===== config.mk =====
export PLATFORM = sky130hd
export DESIGN_NAME = umips_muldiv_unit
export DESIGN_NICKNAME = d
export VERILOG_FILES = /design/src/rtl/umips_muldiv_unit.sv
export SDC_FILE = /design/constraint.sdc
export NUM_CORES = 1
export LEC_CHECK = 0
export CORE_ASPECT_RATIO = 1.1
export CORE_MARGIN = 3
export CORE_UTILIZATION = 40
export CTS_BUF_LIST = sky130_fd_sc_hd__clkbuf_4 sky130_fd_sc_hd__clkbuf_8
export DETAILED_ROUTE_END_ITERATION = 7
export SLEW_MARGIN = 40
export SYNTH_ARGS = -nofsm -noshare
export SYNTH_HDL_FRONTEND = slang
export SYNTH_SLANG_ARGS = --single-unit

===== constraint.sdc =====
create_clock -name clk -period 3.85 [get_ports clk]
set_clock_uncertainty 0.15 [all_clocks]
set_input_delay 1.155 -clock clk [delete_from_list [all_inputs] [get_ports clk]]
set_output_delay 1.155 -clock clk [all_outputs]
set_load 0.01 [all_outputs]

===== src/rtl/umips_muldiv_unit.sv =====
// Iterative HI/LO multiply/divide unit: shift-add multiply, restoring divide,
// one bit per cycle, plus a sign-fixup cycle. Drives the stall request for the hazard logic.
module umips_muldiv_unit #(
    parameter int WIDTH = 32,
    parameter int CNT_W = 5
) (
    input  logic             clk,
    input  logic             n_reset,
    input  logic             start_e,
    input  logic [2:0]       op_e,
    input  logic [WIDTH-1:0] a_e,
    input  logic [WIDTH-1:0] b_e,
    input  logic             hilo_use_d,
    output logic [WIDTH-1:0] hi,
    output logic [WIDTH-1:0] lo,
    output logic             busy,
    output logic             stall_req
);

    typedef enum logic [1:0] {IDLE, MUL, DIV, FIX} state_t;

    state_t state, state_nxt;

    logic [CNT_W-1:0]   cnt;
    logic [WIDTH-1:0]   mcand;
    logic [2*WIDTH:0]   prod;
    logic [WIDTH-1:0]   rem;
    logic [WIDTH-1:0]   quo;
    logic [WIDTH-1:0]   raw_a;
    logic               neg_q;
    logic               neg_r;
    logic               div_op;
    logic               div0;

    logic               is_mul;
    logic               is_div;
    logic               signed_op;
    logic               a_neg;
    logic               b_neg;
    logic [WIDTH-1:0]   a_mag;
    logic [WIDTH-1:0]   b_mag;
    logic               last_iter;
    logic [WIDTH:0]     mul_sum;
    logic [WIDTH:0]     div_shift;
    logic [WIDTH+1:0]   div_trial;
    logic               div_ok;
    logic [2*WIDTH-1:0] prod_fix;

    assign is_mul    = start_e && (op_e == 3'd0 || op_e == 3'd1);
    assign is_div    = start_e && (op_e == 3'd2 || op_e == 3'd3);
    assign signed_op = (op_e == 3'd0) || (op_e == 3'd2);
    assign a_neg     = signed_op && a_e[WIDTH-1];
    assign b_neg     = signed_op && b_e[WIDTH-1];
    assign a_mag     = a_neg ? ('0 - a_e) : a_e;
    assign b_mag     = b_neg ? ('0 - b_e) : b_e;
    assign last_iter = (cnt == CNT_W'(WIDTH - 1));

    // Multiply: upper half accumulates, multiplier bits shift out of the low end.
    assign mul_sum   = prod[2*WIDTH:WIDTH] + (prod[0] ? {1'b0, mcand} : '0);

    // Restoring divide: remainder and dividend shift left together; quotient bits enter quo.
    assign div_shift = {rem, quo[WIDTH-1]};
    assign div_trial = {1'b0, div_shift} - {2'b00, mcand};
    assign div_ok    = !div_trial[WIDTH+1];

    assign prod_fix  = neg_q ? ('0 - prod[2*WIDTH-1:0]) : prod[2*WIDTH-1:0];

    assign stall_req = busy & hilo_use_d;

    always_ff @(posedge clk or negedge n_reset) begin
        if (!n_reset) state <= IDLE;
        else          state <= state_nxt;
    end

    always_comb begin
        state_nxt = state;
        case (state)
            IDLE: begin
                if (is_mul)      state_nxt = MUL;
                else if (is_div) state_nxt = DIV;
            end
            MUL, DIV: begin
                if (last_iter) state_nxt = FIX;
            end
            FIX:     state_nxt = IDLE;
            default: state_nxt = IDLE;
        endcase
    end

    always_ff @(posedge clk or negedge n_reset) begin
        if (!n_reset) begin
            hi     <= '0;
            lo     <= '0;
            busy   <= 1'b0;
            cnt    <= '0;
            mcand  <= '0;
            prod   <= '0;
            rem    <= '0;
            quo    <= '0;
            raw_a  <= '0;
            neg_q  <= 1'b0;
            neg_r  <= 1'b0;
            div_op <= 1'b0;
            div0   <= 1'b0;
        end else begin
            busy <= (state_nxt != IDLE);
            case (state)
                IDLE: begin
                    if (is_mul || is_div) begin
                        cnt    <= '0;
                        mcand  <= is_mul ? a_mag : b_mag;
                        prod   <= {{(WIDTH+1){1'b0}}, b_mag};
                        rem    <= '0;
                        quo    <= a_mag;
                        raw_a  <= a_e;
                        neg_q  <= a_neg ^ b_neg;
                        neg_r  <= a_neg;
                        div_op <= is_div;
                        div0   <= is_div && (b_e == '0);
                    end else if (start_e && op_e == 3'd4) begin
                        hi <= a_e;
                    end else if (start_e && op_e == 3'd5) begin
                        lo <= a_e;
                    end
                end
                MUL: begin
                    cnt  <= cnt + CNT_W'(1);
                    prod <= {1'b0, mul_sum, prod[WIDTH-1:1]};
                end
                DIV: begin
                    cnt <= cnt + CNT_W'(1);
                    rem <= div_ok ? div_trial[WIDTH-1:0] : div_shift[WIDTH-1:0];
                    quo <= {quo[WIDTH-2:0], div_ok};
                end
                FIX: begin
                    cnt <= '0;
                    if (div_op) begin
                        if (div0) begin
                            hi <= raw_a;
                            lo <= '1;
                        end else begin
                            hi <= neg_r ? ('0 - rem) : rem;
                            lo <= neg_q ? ('0 - quo) : quo;
                        end
                    end else begin
                        {hi, lo} <= prod_fix;
                    end
                end
                default: cnt <= '0;
            endcase
        end
    end

endmodule


==> reports/qor.yml, run 1 <==
status: "completed"
postRouteAntennaNets: 0
hpwlAfterDp_um: 56600
htree_num_levels: 2
ys_seq_area_share_pct: 33.8
postCtsHoldBufs: 0
core_area_um2: 49000
final_nets: 2790
pre_cts_slack_ns: -0.229
cp_num_buf_inv: 2
synth_edf_count: 0
min_path_type: "input port to asynchronous set/reset pin"
synth_compound_area_share_pct: 22.3
route.vias.total: 19635
maxCapViolations: 0
cts.sinks: 268
syn_to_final_growth_pct: 21.2
p_leak_nw: 10.6
drtPass1Iterations: 6
mostFrequentLayoutCells: "nand2_1, dfrtp_1, nor2_1, o21ai_0, a21oi_1"
netlist_instances: 2436
root_buffer: "clkbuf_8"
grt_max_degree: 75
crit_chain: "inv_1 -> ha_1 -> inv_1 -> fa_1 -> a211oi_1 -> o21a_1 -> a21oi_1 -> o31ai_2 -> a21oi_1 -> a221o_1 -> a31oi_1 -> xor2_1 -> o31ai_1"
rows: 85
grt_pass1_vias: 18972
slew_headroom_pct: 45.8
setup_tns_ns: 0
wl_um: 74200
syn_avg_cell_area_um2: 8.15
grt_antenna_before_repair: 0
synth-xor-area-share_pct: 10.2
clk_latency_ns: 0.67
slowest_delay_ns: 0.42
via_per_inst: 5.89
crit_type: "flop to flop"
async_flop_share_pct: 100
yosysWarnings: 0
post_cts_buffers: 0
ys.flop_type: "dfrtp_1"
power.density_nw_per_um2: 835
hold_viol_final: 0
cts_resized: 0
cpMaxStageDelayCell: "dfrtp_1"
fin_hold_ws_ns: 0.330
syn-num-nets: 2584
synth_top_family_by_area: "compound AO/OA/AOI/OAI gates"
grt-ovfl-total: 0
synth_area_um2: 19900
muxShareOfSynthArea_pct: 6.40
setup_viol: 0
tightest_slew_ns: 0.813
cp-end-kind: "flop"
slew_violations: 0
grt_util_all_layers_pct: 27.9
worstPathArrival_ns: 4.12
start_util_pct: 40.5
ys_ff_latch: 268
reg2reg_depth: 13
cts_buffers: 51
io_buffers: 136
fin_crit_ns: 3.71
critical_path_required_ns: 4.26
grt_pass1_wl_um: 113000
cts.clk_slew.worst_paths_ns: 0.06
fmax_mhz: 270
die_w_um: 218
wl_per_cell_um: 22.3
crit_family: "compound AO/OA/AOI/OAI gates"
rr_endpoint: "rem[28]"
die_y_um: 240
cts_max_path_buffers: 3
cp-start-kind: "flop"
fin_crit_sh_pct: 96.3
cts_tree: "done"
insertedDiodeCount: 0
ir_drop_uv: 350
ff2ff_setup_slack_ns: 0.14
synth_cell_type_count: 78
drtIter0Drc: 1825
gp_congestion: 0.970
crit_fanout: 5
drive_above_1_share_pct: 11.0
synthAdderAreaFrac_pct: 4.93
power_mw: 20.1
r2r_start: "quo[31]"
yosys.area_share.simple_pct: 18.0
setup_slack_ns: 0.144
die-area_um2: 52400
boundaryPins: 137
rsz0062_at_grt: "false"
drc_errors: 0
layout_commonest_cell: "nand2_1"
==> layer usage <==
metal	share of wire, %	GRT usage, %	wire (um)	up-vias
met5	0	0	0	-
met2	45	44.0	33700	777
met3	6.8	4.62	5020	143
met4	3.2	8.46	2380	0
li1	-	-	-	9144
met1	45	39.3	33200	9571
==> synthesized netlist by cell type, types with 6 or more instances <==
master      n  area share (%)
o211ai_1   29             1.1
nand4_1    10            0.32
clkbuf_1  132             2.5
mux2i_1   127             6.4
a21o_1     32             1.2
a21oi_1   182             4.6
a32oi_1     9            0.40
nand2b_1   24            0.76
nand3_1    38            0.96
xnor2_1   133             5.9
o21ai_0   192             4.8
a31oi_1    54             1.7
nor4_1     17            0.54
o41ai_1    20            0.88
buf_1       9            0.17
nor3_1     32            0.81
nand2_1   344             6.5
a221oi_1    7            0.31
a211oi_1    9            0.34
o31ai_1    43             1.6
and2_1      6            0.19
nor2b_1     8            0.25
o221ai_1   34             1.5
and3_1     10            0.32
nor2_1    221             4.2
o21ai_1    31            0.78
inv_1      79             1.5
o21bai_1   10            0.38
o31a_1      8            0.35
or4_1      21            0.79
or3_1      27            0.85
ha_1       75             4.7
dfrtp_1   268              34
o21a_1      8            0.30
xor2_1     98             4.3
==> final cells by class <==
cell class / instances / area, um^2
repair buffers: 300 / 2760
clock inverters: 12 / 95.1
multi-input cells: 1938 / 12400
flip-flops and latches: 268 / 6710
clock buffers: 80 / 1010
inverters: 83 / 312
well taps: 652 / 816
fillers: 4760 / 25000
==> power breakdown <==
part	total [mW]	internal (mW)	leakage (nW)	switching, mW
logic	11.5	4.82	6.77	6.68
registers	5.48	4.02	3.25	1.46
clock network	3.13	1.74	0.594	1.39
==> worst max path at each step <==
stage | start | endpoint | slack [ns] | cells past startpoint
2_1_floorplan | prod[0] | hi[16] | 0.44 | 13
3_3_place_gp | a_e[7] | quo[29] | -0.15 | 12
3_5_place_dp | a_e[7] | mcand[31] | -0.23 | 12
4_1_cts | quo[31] | rem[28] | 0.1 | 13
5_1_grt | quo[31] | rem[28] | 0.02 | 13
6_report | quo[31] | rem[28] | 0.14 | 13
==> stage by stage <==
stage / utilization (%) / instances / cell area, um^2
after floorplan: - / 2436 / 19900
after global placement: 46.8 / 3240 / 22900
after detailed placement: 46.8 / 3241 / 23000
after CTS: 49.1 / 3333 / 24100
after global routing: 49.1 / 3333 / 24100
final: 49.1 / 3333 / 24100
==> sequential cells by signal, summed over array words and instances (netlist names), 5 cells and up <==
signal,flops
mcand,32
cnt,5
raw_a,32
prod,64
hi,32
lo,32
quo,32
rem,32
==> cells by family after synthesis <==
group	count (synthesis)
mux	127
xor+xnor	231
flops	268
fa+ha+maj	77
compound gates	711
buf+inv	230
simple gates	792
Power figures use the tool's default switching activity.
==> inputs of run 2 (changes only) <==
--- a/config.mk
+++ b/config.mk
@@ -10,7 +10,8 @@
 export CORE_UTILIZATION = 40
 export CTS_BUF_LIST = sky130_fd_sc_hd__clkbuf_4 sky130_fd_sc_hd__clkbuf_8
 export DETAILED_ROUTE_END_ITERATION = 7
-export SLEW_MARGIN = 40
+export RECOVER_POWER = 50
+export SLEW_MARGIN = 20
 export SYNTH_ARGS = -nofsm -noshare
 export SYNTH_HDL_FRONTEND = slang
 export SYNTH_SLANG_ARGS = --single-unit
==> run 2 against run 1 <==
- sequential power hardly changed
- largest power group unchanged
- total power is 1.7% higher
- the run now ends with capacitance limit, slew limit left
- combinational power hardly changed
- cell area is 0.35% higher
- sequential share of layout area is 0.098 points lower
- routed wire length hardly changed
- critical path type unchanged
- critical path depth stayed put
==> reports/qor.yml, run 2 (same netlist as run 1, synthesis figures left out) <==
fin_crit_ns: 3.69  # -0.0174 ns
route.vias.total: 19576  # -0.30%
drtPass1Iterations: 6  # unchanged
cp-start-kind: "flop"
fmax_mhz: 271  # +0.47%
setup_slack_ns: 0.162  # +0.0174 ns
crit_type: "flop to flop"
cts_max_path_buffers: 3  # unchanged
rows: 85  # unchanged
regMostFlops: "prod"
worstPathArrival_ns: 4.09  # -0.03 ns
multi_input_area_um2: 12300  # -0.17%
wl_um: 74200  # about the same
cts_tree: "done"
seqCellArea_um2: 6710  # unchanged
power_frac_clock_pct: 17.2  # +1.6 points
start_util_pct: 40.5  # unchanged
drc_errors: 0  # unchanged
setup_viol: 0  # unchanged
rsz0062_at_grt: "false"
wl_per_cell_um: 22.3  # about the same
hold_viol_final: 0  # unchanged
postCtsHoldBufs: 0  # unchanged
die_w_um: 218  # unchanged
p_seq_share_pct: 26.8  # -0.5 points
via_per_inst: 5.87  # -0.33%
largest_reg_flops: 64  # unchanged
violations: "capacitance limit, slew limit"
cts.clk_slew.worst_paths_ns: 0.06  # about the same
cts.sinks: 268  # unchanged
insertedDiodeCount: 0  # unchanged
swShare_pct: 46.6  # -0.79 points
ir_drop_uv: 325  # -7.1%
reg2reg_depth: 13  # unchanged
syn_to_final_growth_pct: 21.7
boundaryPins: 137  # unchanged
root_buffer: "clkbuf_8"
maxCapViolations: 1  # +1
htree_num_levels: 2  # unchanged
die-area_um2: 52400  # unchanged
place_area_um2: 22900  # about the same
comb_power_share_pct: 56.0  # -1.2 points
die_y_um: 240  # unchanged
status: "complete, but fails checks"
cts_buffers: 51  # unchanged
final_nets: 2789  # -0.036%
crit_fanout: 5  # unchanged
drtIter0Drc: 1983  # +8.7%
grt_pass1_vias: 18968  # -0.021%
postRouteAntennaNets: 0  # unchanged
min_path_type: "flop to flop"
p_leak_nw: 10.7  # +0.41%
hpwlAfterDp_um: 56500  # -0.18%
final_util_pct: 49.3  # +0.17 points
drive_above_1_share_pct: 10.8  # -0.19 points
tightest_slew_ns: 1.91  # +1.09 ns
power.density_nw_per_um2: 846  # +1.3%
critical_path_required_ns: 4.25  # about the same
core_area_um2: 49000  # unchanged
cp-end-kind: "flop"
slew_violations: 69  # +69
num-fill-cells: 4785  # +0.53%
slew_headroom_pct: -27.2  # -73 points
grt_max_degree: 90  # +20%
io_buffers: 136  # unchanged
grt_pass1_wl_um: 113000  # -0.24%
layout_commonest_cell: "nand2_1"
mostFrequentLayoutCells: "nand2_1, dfrtp_1, nor2_1, o21ai_0, a21oi_1"
grt_antenna_before_repair: 0  # unchanged
fin_crit_sh_pct: 95.8  # -0.45 points
holdPathStages: 2
p_int_mw: 10.9  # +3.2%
netSwitchingPower_mw: 9.52  # about the same
pre_cts_slack_ns: -0.208  # +0.0216 ns
grt-ovfl-total: 0  # unchanged
grt_util_all_layers_pct: 27.9  # about the same
postLayoutCellArea_um2: 24200  # +0.35%
gp_congestion: 0.970  # unchanged
clk_latency_ns: 0.68  # about the same
setup_tns_ns: 0  # unchanged
[run 2: power by group through the flow]
stage,sequential (mW),clock [mW],combinational (mW)
floorplan,5.10,0,7.28
global placement,5.42,0,11.1
detailed placement,5.46,0,11.2
CTS,5.44,3.59,11.3
global route,5.63,3.70,12.5
finish,5.48,3.53,11.4
[run 2: worst paths after layout]
check | slack [ns] | to | startpoint
worst max-delay path | 0.16 | rem[28] | quo[31]
worst min-delay path | 0.32 | raw_a[29] | raw_a[29]
worst max register to register | 0.16 | rem[28] | quo[31]
worst min register to register | 0.32 | raw_a[29] | raw_a[29]
max in group asynchronous | 0.66 | div_op | n_reset
min in group asynchronous | 0.87 | lo[1] | n_reset
[run 2: final cells by class]
| cell class | instances | share of cell area, % |
|---|---|---|
| Multi-Input combinational cell | 1938 | 51.1 |
| Sequential cell | 268 | 27.8 |
| Timing Repair Buffer | 299 | 11.1 |
| Clock buffer | 80 | 4.43 |
| Tap cell | 652 | 3.38 |
| Inverter | 83 | 1.29 |
| Clock inverter | 14 | 0.881 |
[run 2: timing repair]
action	CTS	global route
setup buffers	0	0
endpoints found under the setup margin	0	4
gates resized for setup	0	2
[run 2: critical path: stages (launching register included)]
cell,delay (ns)
dfrtp_1,0.41
inv_1,0.17
ha_1,0.24
inv_1,0.07
fa_1,0.43
a211oi_1,0.27
o21a_1,0.21
a21oi_1,0.18
o31ai_1,0.42
a21oi_1,0.17
a221o_1,0.38
a31oi_1,0.22
xor2_1,0.19
o31ai_1,0.08
[run 2: routing by layer]
layer,vias to the layer above,GRT usage [%],part of all wire (%)
met1,9526,39.5,45
met4,0,10.0,3.5
li1,9129,-,-
met5,-,0,0
met2,762,43.8,45
met3,159,3.76,6.5
[run 2: metrics by stage]
step                      hold WS (ns)  instances  power, mW
after floorplan                  0.287       2436       12.4
after global placement           0.304       3240       16.6
after detailed placement         0.306       3240       16.7
after CTS                        0.294       3334       20.4
after global routing             0.344       3334       21.8
final                            0.320       3334       20.4
==> inputs of run 3 (changes only) <==
--- a/config.mk
+++ b/config.mk
@@ -6,7 +6,7 @@
 export NUM_CORES = 1
 export LEC_CHECK = 0
 export CORE_ASPECT_RATIO = 1.1
-export CORE_MARGIN = 3
+export CORE_MARGIN = 2
 export CORE_UTILIZATION = 40
 export CTS_BUF_LIST = sky130_fd_sc_hd__clkbuf_4 sky130_fd_sc_hd__clkbuf_8
 export DETAILED_ROUTE_END_ITERATION = 7
==> run 3 against run 2 <==
- highest routed layer unchanged
- routed wire length decreased by 0.93%
- clock power decreased by 6.2%
- critical path type unchanged
- the flow still finishes with violations (capacitance limit, slew limit)
- core utilization decreased by 0.33 points
- largest cell class unchanged
==> reports/qor.yml, run 3 (same netlist as run 1, synthesis figures left out) <==
root_buffer: "clkbuf_8"
fin_crit_ns: 3.69  # -0.000339 ns
cts_buffers: 51  # unchanged
p_leak_nw: 10.6  # -0.69%
power_mw: 20.2  # -1.3%
mostFrequentLayoutCells: "nand2_1, dfrtp_1, nor2_1, o21ai_0, a21oi_1"
die-area_um2: 51400  # -1.7%
postLayoutCellArea_um2: 24000  # -0.66%
worstPathArrival_ns: 4.11  # +0.02 ns
grt_max_degree: 90  # unchanged
min_to: "raw_a[29]"
drtPass1Iterations: 6  # unchanged
cts.clk_slew.worst_paths_ns: 0.06  # about the same
holdPathStages: 2  # unchanged
rr_endpoint: "rem[30]"
drc_errors: 0  # unchanged
crit_type: "flop to flop"
drive_above_1_share_pct: 10.8  # +0.012 points
hpwlAfterDp_um: 55700  # -1.3%
worstHoldStart: "raw_a[29]"
regMostFlops: "prod"
status: "complete, but fails checks"
final_nets: 2787  # -0.072%
layout_commonest_cell: "nand2_1"
slew_violations: 68  # -1.4%
power.density_nw_per_um2: 841  # -0.61%
cp-end-kind: "flop"
setup_tns_ns: 0  # unchanged
via_per_inst: 5.81  # -1.1%
hold_viol_final: 0  # unchanged
r2r_start: "quo[31]"
grt_pass1_vias: 18737  # -1.2%
io_buffers: 136  # unchanged
start_util_pct: 40.5  # unchanged
power_frac_clock_pct: 16.4  # -0.8 points
maxCapViolations: 1  # unchanged
ff2ff_setup_slack_ns: 0.16  # about the same
min_path_type: "flop to flop"
drtIter0Drc: 1680  # -15%
dp_cells: 3237  # -0.093%
comb_power_share_pct: 56.4  # +0.4 points
setup_viol: 0  # unchanged
ir_drop_uv: 387  # +19%
final_util_pct: 48.9  # -0.33 points
cp-start-kind: "flop"
cts_tree: "done"
reg2reg_depth: 13  # unchanged
die_y_um: 238  # -0.83%
rows: 85  # unchanged
wl_um: 73500  # -0.93%
critical_path_required_ns: 4.27  # +0.02 ns
gp_congestion: 0.987  # +1.7%
htree_num_levels: 2  # unchanged
tightest_slew_ns: 1.99  # +0.0858 ns
cts.sinks: 268  # unchanged
insertedDiodeCount: 0  # unchanged
core_area_um2: 49000  # unchanged
cts_max_path_buffers: 3  # unchanged
fmax_mhz: 271  # about the same
final_cells: 3331  # -0.090%
boundaryPins: 137  # unchanged
swShare_pct: 47.0  # +0.45 points
p_seq_share_pct: 27.2  # +0.4 points
crit_fanout: 5  # unchanged
slew_headroom_pct: -32.9  # -5.7 points
rsz0062_at_grt: "false"
clk_latency_ns: 0.66  # -0.02 ns
netSwitchingPower_mw: 9.49  # -0.31%
grt_antenna_before_repair: 0  # unchanged
grt_util_all_layers_pct: 28.0  # +0.10 points
wl_per_cell_um: 22.1  # -0.84%
grt_pass1_wl_um: 112000  # -1.3%
place_area_um2: 22900  # -0.26%
syn_to_final_growth_pct: 20.9
postRouteAntennaNets: 0  # unchanged
die_w_um: 216  # -0.92%
violations: "capacitance limit, slew limit"
p_int_mw: 10.7  # -2.1%
route.vias.total: 19349  # -1.2%
largest_reg_flops: 64  # unchanged
grt-ovfl-total: 0  # unchanged
fin_crit_sh_pct: 95.8  # about the same
[run 3: area by class of cell]
cell class              count  area [um^2]
fillers                  4784        25000
clock buffers              80         1000
well taps                 652          816
clock inverters            13          173
flip-flops and latches    268         6710
multi-input cells        1938        12400
inverters                  83          312
repair buffers            297         2630
[run 3: critical path, cell delays in order (launching register included)]
cell and delay [ns]:
dfrtp_1 0.41, inv_1 0.16, ha_1 0.23, inv_1 0.07, fa_1 0.44, a211oi_1 0.29
o21a_1 0.23, a21oi_2 0.13, o211ai_1 0.30, o21ai_0 0.18, o311ai_1 0.54, xnor2_1 0.20
mux2i_1 0.10, o21ai_0 0.16
[run 3: power by group through the flow]
stage                     registers (mW)  logic (mW)  clock network (mW)
after detailed placement            5.46        11.1                   0
final                               5.48        11.4                3.31
after CTS                           5.43        11.2                3.37
after global routing                5.62        12.4                3.48
after global placement              5.42        11.0                   0
after floorplan                     5.10        7.28                   0
[run 3: worst max-delay path by stage]
stage,slack (ns),end,start,depth (start not counted)
finish,0.16,rem[30],quo[31],13
global route,0.02,lo[22],prod[0],11
floorplan,0.44,hi[16],prod[0],13
detailed placement,-0.28,quo[29],a_e[7],11
CTS,0.11,hi[16],prod[0],13
global placement,-0.19,quo[29],a_e[7],11
[run 3: metrics by stage]
| stage | hold slack (ns) | worst slack [ns] |
|---|---|---|
| floorplan | 0.287 | 0.435 |
| global placement | 0.307 | -0.192 |
| detailed placement | 0.310 | -0.279 |
| CTS | 0.317 | 0.114 |
| global route | 0.344 | 0.0157 |
| finish | 0.323 | 0.162 |
[run 3: what timing repair did]
action / 4_1_cts / 5_1_grt
hold buffers: 0 / 0
resized for setup: 0 / 4
setup buffers: 0 / 1
endpoints found under the setup margin: 0 / 21
[run 3: routing by layer]
metal  up-vias  part of all wire [%]  GRT usage (%)
met3       164                   6.7           3.90
li1       9142                     -              -
met4         0                   3.8           10.5
met1      9297                    45           39.2
met2       746                    45           44.0
met5         -                     0              0
